===== config.mk =====
export PLATFORM = sky130hd
export DESIGN_NAME = phy_link_ctrl
export DESIGN_NICKNAME = d
export VERILOG_FILES = /design/src/rtl/sata_prim_pkg.sv /design/src/rtl/phy_link_ctrl.sv
export SDC_FILE = /design/constraint.sdc
export NUM_CORES = 1
export LEC_CHECK = 0
export CORE_MARGIN = 10
export CORE_UTILIZATION = 30
export DETAILED_ROUTE_END_ITERATION = 10
export RECOVER_POWER = 100
export SLEW_MARGIN = 30
export SYNTH_ARGS = -nofsm -noshare
export SYNTH_HDL_FRONTEND = slang
export SYNTH_SLANG_ARGS = --single-unit

===== constraint.sdc =====
create_clock -name clk -period 6 [get_ports clk]
set_clock_uncertainty 0.1 [all_clocks]
set_input_delay 1.2 -clock clk [delete_from_list [all_inputs] [get_ports clk]]
set_output_delay 1.2 -clock clk [all_outputs]
set_load 0.02 [all_outputs]

===== src/rtl/sata_prim_pkg.sv =====
// Shared SATA primitive encodings and the PHY link sequencer state type.
package sata_prim_pkg;

  localparam logic [31:0] ALIGN_PRIM = 32'h7B4A_4ABC;
  localparam logic [31:0] SYNC_PRIM  = 32'hB5B5_957C;

  typedef enum logic [1:0] {
    ST_WAIT_PHY  = 2'd0,
    ST_ALIGN_TX  = 2'd1,
    ST_DATA      = 2'd2,
    ST_INS_ALIGN = 2'd3
  } link_state_e;

endpackage


===== src/rtl/phy_link_ctrl.sv =====
// Dword-side PHY link sequencer: ALIGN handshake to bring the link up, then
// periodic ALIGN-pair insertion into the link-layer TX stream.
module phy_link_ctrl
  import sata_prim_pkg::*;
#(
  parameter int unsigned ALIGN_PERIOD   = 256,
  parameter int unsigned ALIGN_LOCK_CNT = 3,
  parameter int unsigned ALIGN_TIMEOUT  = 32768
) (
  input  logic        clk,
  input  logic        host_rst,
  input  logic        phy_ready,
  input  logic [31:0] rx_data,
  input  logic        rx_k,
  input  logic [31:0] lnk_tx_data,
  input  logic        lnk_tx_k,
  output logic        lnk_tx_ack,
  output logic [31:0] dev_tx_data,
  output logic        tx_k,
  output logic        link_up,
  output logic        link_fail
);

  localparam int unsigned PW = $clog2(ALIGN_PERIOD);
  // Lock counter must be able to represent ALIGN_LOCK_CNT itself.
  localparam int unsigned LW = $clog2(ALIGN_LOCK_CNT + 1);
  localparam int unsigned TW = $clog2(ALIGN_TIMEOUT);

  link_state_e state_q, state_d;
  logic [PW-1:0] period_q, period_d;
  logic [LW-1:0] lock_q, lock_d;
  logic [TW-1:0] tmo_q, tmo_d;
  logic          ins_q, ins_d;
  logic [31:0]   tx_data_q, tx_data_d;
  logic          tx_k_q, tx_k_d;
  logic          link_up_q, link_up_d;
  logic          link_fail_q, link_fail_d;
  logic          rx_align;
  logic          locked;

  always_ff @(posedge clk or posedge host_rst) begin
    if (host_rst) begin
      state_q     <= ST_WAIT_PHY;
      period_q    <= '0;
      lock_q      <= '0;
      tmo_q       <= '0;
      ins_q       <= 1'b0;
      tx_data_q   <= ALIGN_PRIM;
      tx_k_q      <= 1'b1;
      link_up_q   <= 1'b0;
      link_fail_q <= 1'b0;
    end else begin
      state_q     <= state_d;
      period_q    <= period_d;
      lock_q      <= lock_d;
      tmo_q       <= tmo_d;
      ins_q       <= ins_d;
      tx_data_q   <= tx_data_d;
      tx_k_q      <= tx_k_d;
      link_up_q   <= link_up_d;
      link_fail_q <= link_fail_d;
    end
  end

  always_comb begin
    state_d     = state_q;
    period_d    = period_q;
    lock_d      = lock_q;
    tmo_d       = tmo_q;
    ins_d       = ins_q;
    tx_data_d   = ALIGN_PRIM;
    tx_k_d      = 1'b1;
    link_fail_d = 1'b0;
    rx_align    = rx_k && (rx_data == ALIGN_PRIM);
    locked      = rx_align && (lock_q == LW'(ALIGN_LOCK_CNT - 1));

    case (state_q)
      ST_WAIT_PHY: begin
        period_d = '0;
        lock_d   = '0;
        tmo_d    = '0;
        ins_d    = 1'b0;
        if (phy_ready) state_d = ST_ALIGN_TX;
      end
      ST_ALIGN_TX: begin
        lock_d = rx_align ? lock_q + LW'(1) : '0;
        tmo_d  = tmo_q + TW'(1);
        // Lock takes priority over a coincident timeout.
        if (locked) begin
          state_d = ST_DATA;
          lock_d  = '0;
          tmo_d   = '0;
        end else if (tmo_q == TW'(ALIGN_TIMEOUT - 1)) begin
          link_fail_d = 1'b1;
          lock_d      = '0;
          tmo_d       = '0;
        end
      end
      ST_DATA: begin
        tx_data_d = lnk_tx_data;
        tx_k_d    = lnk_tx_k;
        if (period_q == PW'(ALIGN_PERIOD - 1)) begin
          period_d = '0;
          ins_d    = 1'b0;
          state_d  = ST_INS_ALIGN;
        end else begin
          period_d = period_q + PW'(1);
        end
      end
      ST_INS_ALIGN: begin
        ins_d = 1'b1;
        if (ins_q) begin
          ins_d   = 1'b0;
          state_d = ST_DATA;
        end
      end
      default: state_d = ST_WAIT_PHY;
    endcase

    // Losing the PHY overrides everything, including a pending lock or pair.
    if (!phy_ready && (state_q != ST_WAIT_PHY)) begin
      state_d     = ST_WAIT_PHY;
      period_d    = '0;
      lock_d      = '0;
      tmo_d       = '0;
      ins_d       = 1'b0;
      tx_data_d   = ALIGN_PRIM;
      tx_k_d      = 1'b1;
      link_fail_d = 1'b0;
    end

    link_up_d = (state_d == ST_DATA) || (state_d == ST_INS_ALIGN);
  end

  assign lnk_tx_ack  = (state_q == ST_DATA);
  assign dev_tx_data = tx_data_q;
  assign tx_k        = tx_k_q;
  assign link_up     = link_up_q;
  assign link_fail   = link_fail_q;

endmodule


==> metrics.txt <==
outcome=finished clean; Pins Over Slew Limit=0; synthesized area=0.00290 sq mm; reg2reg end=period_q[6]$_DFFE_PP0P_; Hold Path End=period_q[7]$_DFFE_PP0P_; worst skew pair latency=330 ps; filler instances=880; dpl hpwl=5.60 mm; num rows=35; Power, Total=0.984 mW; Die Ht=118 um; vias in the first global route=2419; HP Start=period_q[7]$_DFFE_PP0P_; Tightest Hold Check Type=flop to flop; final setup vio count=0; CTS tree=done; worst-path fanout max=15; drc violations=0; Setup CP Type=input port to flop; Synth cell types=48; unrepaired setup endpoints after global routing=no; Clock transition at path regs=70 ps; via-per-instance ratio=4.61; Post-CTS Resized=0; total gr overflow=0; Slowest-stage cell, CP=nor4_4; Top delay family on crit path=simple AND/OR/NAND/NOR gates; Worst EP arrival=4090 ps; final weighted congestion in routability-driven placement=0.782; Post-synth EDFFs=0; r2r startpoint=state_q[0]$_DFF_PP0_; cell count after synthesis=273; Worst Path Required=6120 ps; Final Hold Viols=0; GRT Overall Usage=10.8%; cts hold-fix bufs=0; clk sinks=63; setup tns final=0 ps; placed cell count=499; Mapped Avg Cell Area=10.6 sq um; DIE AREA=0.0140 sq mm; pre-CTS setup slack=1830 ps; FMAX=252 MHz; leak pwr=1.73 nW; Tightest Pin Transition=1440 ps; Core Util, Final=45.6%; CTS H-tree lvls=3; Syn Nets=349; number of post-CTS setup repair buffers=0; crit-path cells=dlygate4sd3_1, or4b_1, or4_1, nor4_4, nor2_1, a221o_1; CTS max path bufs=2; area grow syn2layout=47.0%; final net count=457; Pre-antenna DRT Iters=4; worst reg2reg path depth=6; synthesized flop and latch total=63; min cycle time layout=3970 ps; via count=2374; drt total wl=7.37 mm; CTS Buf Count=9; crit path launch type=input port; Top FF cell, synth=dfrtp_1; power density over the cells=231 mW/mm^2; Initial Util=31.1%; Final ANT Viol Nets=0; hold-critical path depth=1; Crit path largest cell delay=730 ps; maxcap violations=0; Die X=118 um; fraction of registers with async set/reset=100%; # port buffers=104; final setup margin=2030 ps; FF-to-FF setup slack=3180 ps; Seq/Total Area, Yosys=55.2%; share of layout cells above drive strength 1=10.4%; CP endpoint kind=flop; Worst Path Buf+Inv=1; Placeable Area=0.00933 sq mm; initial detailed-routing violation count=75; headroom to the max-slew limit=4.30%; Routed WL per cell=14.3 um; global-route wire length before repair=12.3 mm; io pins=105; period utilization=66.2%; initial antenna violation count=0; Layout Cells excl Fill=515; peak supply drop=102 uV; diodes inserted=0; Synthesis Warnings=0; largest net degree at the start of global routing=64; clock root buffer=clkbuf_8
[routing by layer]
metal  part of all wire, %  global-route usage, %  vias up  wire length, um
met4                   1.5                   3.55        0              110
li1                      -                      -     1186                -
met5                     0                      0        -                0
met1                    39                   11.6     1108             2850
met2                    53                   18.4       72             3880
met3                   7.1                   4.76        8              526
[cells in the mapped netlist (7+ instances only)]
| cell type | n | share of area (%) |
|---|---|---|
| o21ai_0 | 25 | 4.3 |
| inv_1 | 9 | 1.2 |
| clkbuf_1 | 7 | 0.91 |
| ha_1 | 7 | 3.0 |
| nor2_1 | 14 | 1.8 |
| dfstp_2 | 18 | 16 |
| dfrtp_1 | 45 | 39 |
| and2_1 | 20 | 4.3 |
| nand2_1 | 20 | 2.6 |
| o31ai_1 | 9 | 2.3 |
| nand3_1 | 11 | 1.9 |
| nand2b_1 | 22 | 4.8 |
[power breakdown]
part	switching [mW]	leakage, nW	internal, mW
Combinational	0.0944	0.819	0.0843
Clock	0.154	0.0964	0.202
Sequential	0.0148	0.815	0.435
Total	0.263	1.73	0.721
[worst reg2reg max path, cell delays in order (launching register included)]
cell	delay, ps
dfrtp_1	450
inv_1	120
ha_1	280
o21a_1	180
clkbuf_1	1050
nand2b_1	190
o41ai_1	340
[flip-flops by register name, summed over array words and instances (netlist names)]
register,cells
state_q,2
tx_k,1
ins_q,1
lock_q,2
link_up,1
tmo_q,15
link_fail,1
period_q,8
dev_tx_data,32
[cells by family (layout without fill, tap and decap cells)]
logic type,Yosys count,in the layout,share of synthesized area [%]
AO/OA/AOI/OAI,57,57,13.0
buffers and inverters,18,131,2.59
flip-flops,63,63,55.2
XOR/XNOR,2,2,0.605
AND/OR/NAND/NOR,125,125,25.3
multiplexers,1,1,0.346
adder cells (fa/ha/maj),7,7,3.02
[final cells by class]
cell class / instances / area [sq um] / area share (%)
clock buffer: 12 / 145 / 3.41
inverter: 9 / 33.8 / 0.793
timing repair buffer: 106 / 1050 / 24.7
clock inverter: 4 / 47.5 / 1.12
multi-input combinational: 192 / 1220 / 28.6
sequential: 63 / 1600 / 37.6
tap: 129 / 161 / 3.79
[cells in the final DEF, fill, tap and decap left out, drive strengths merged, types with 13 or more instances in the layout]
cell           synthesis  layout
dlygate4sd3            0      39
dfrtp                 45      45
nand2b                22      22
nand2                 20      20
and2                  20      20
o21ai                 25      25
clkbuf                 7      13
clkdlybuf4s50          0      65
nor2                  14      14
dfstp                 18      18
[how the worst max path moves through the flow]
| stage | end | slack (ps) | cells after the start | from |
|---|---|---|---|---|
| finish | tmo_q[13]$_DFFE_PP0P_ | 2030 | 6 | rx_data[0] |
| global route | tmo_q[3]$_DFFE_PP0P_ | 1890 | 6 | rx_data[0] |
| CTS | tmo_q[13]$_DFFE_PP0P_ | 2200 | 6 | rx_data[1] |
| detailed placement | tmo_q[13]$_DFFE_PP0P_ | 1830 | 6 | rx_data[1] |
| global placement | tmo_q[13]$_DFFE_PP0P_ | 1870 | 6 | rx_data[1] |
| floorplan | tmo_q[13]$_DFFE_PP0P_ | 2750 | 6 | rx_data[1] |
[metrics by stage]
step | hold slack (ps) | instance area (sq um)
finish | 383 | 4260
global placement | 366 | 4070
floorplan | 345 | 2900
CTS | 386 | 4270
global route | 432 | 4260
detailed placement | 372 | 4070
(Power assumes the default switching activity.)
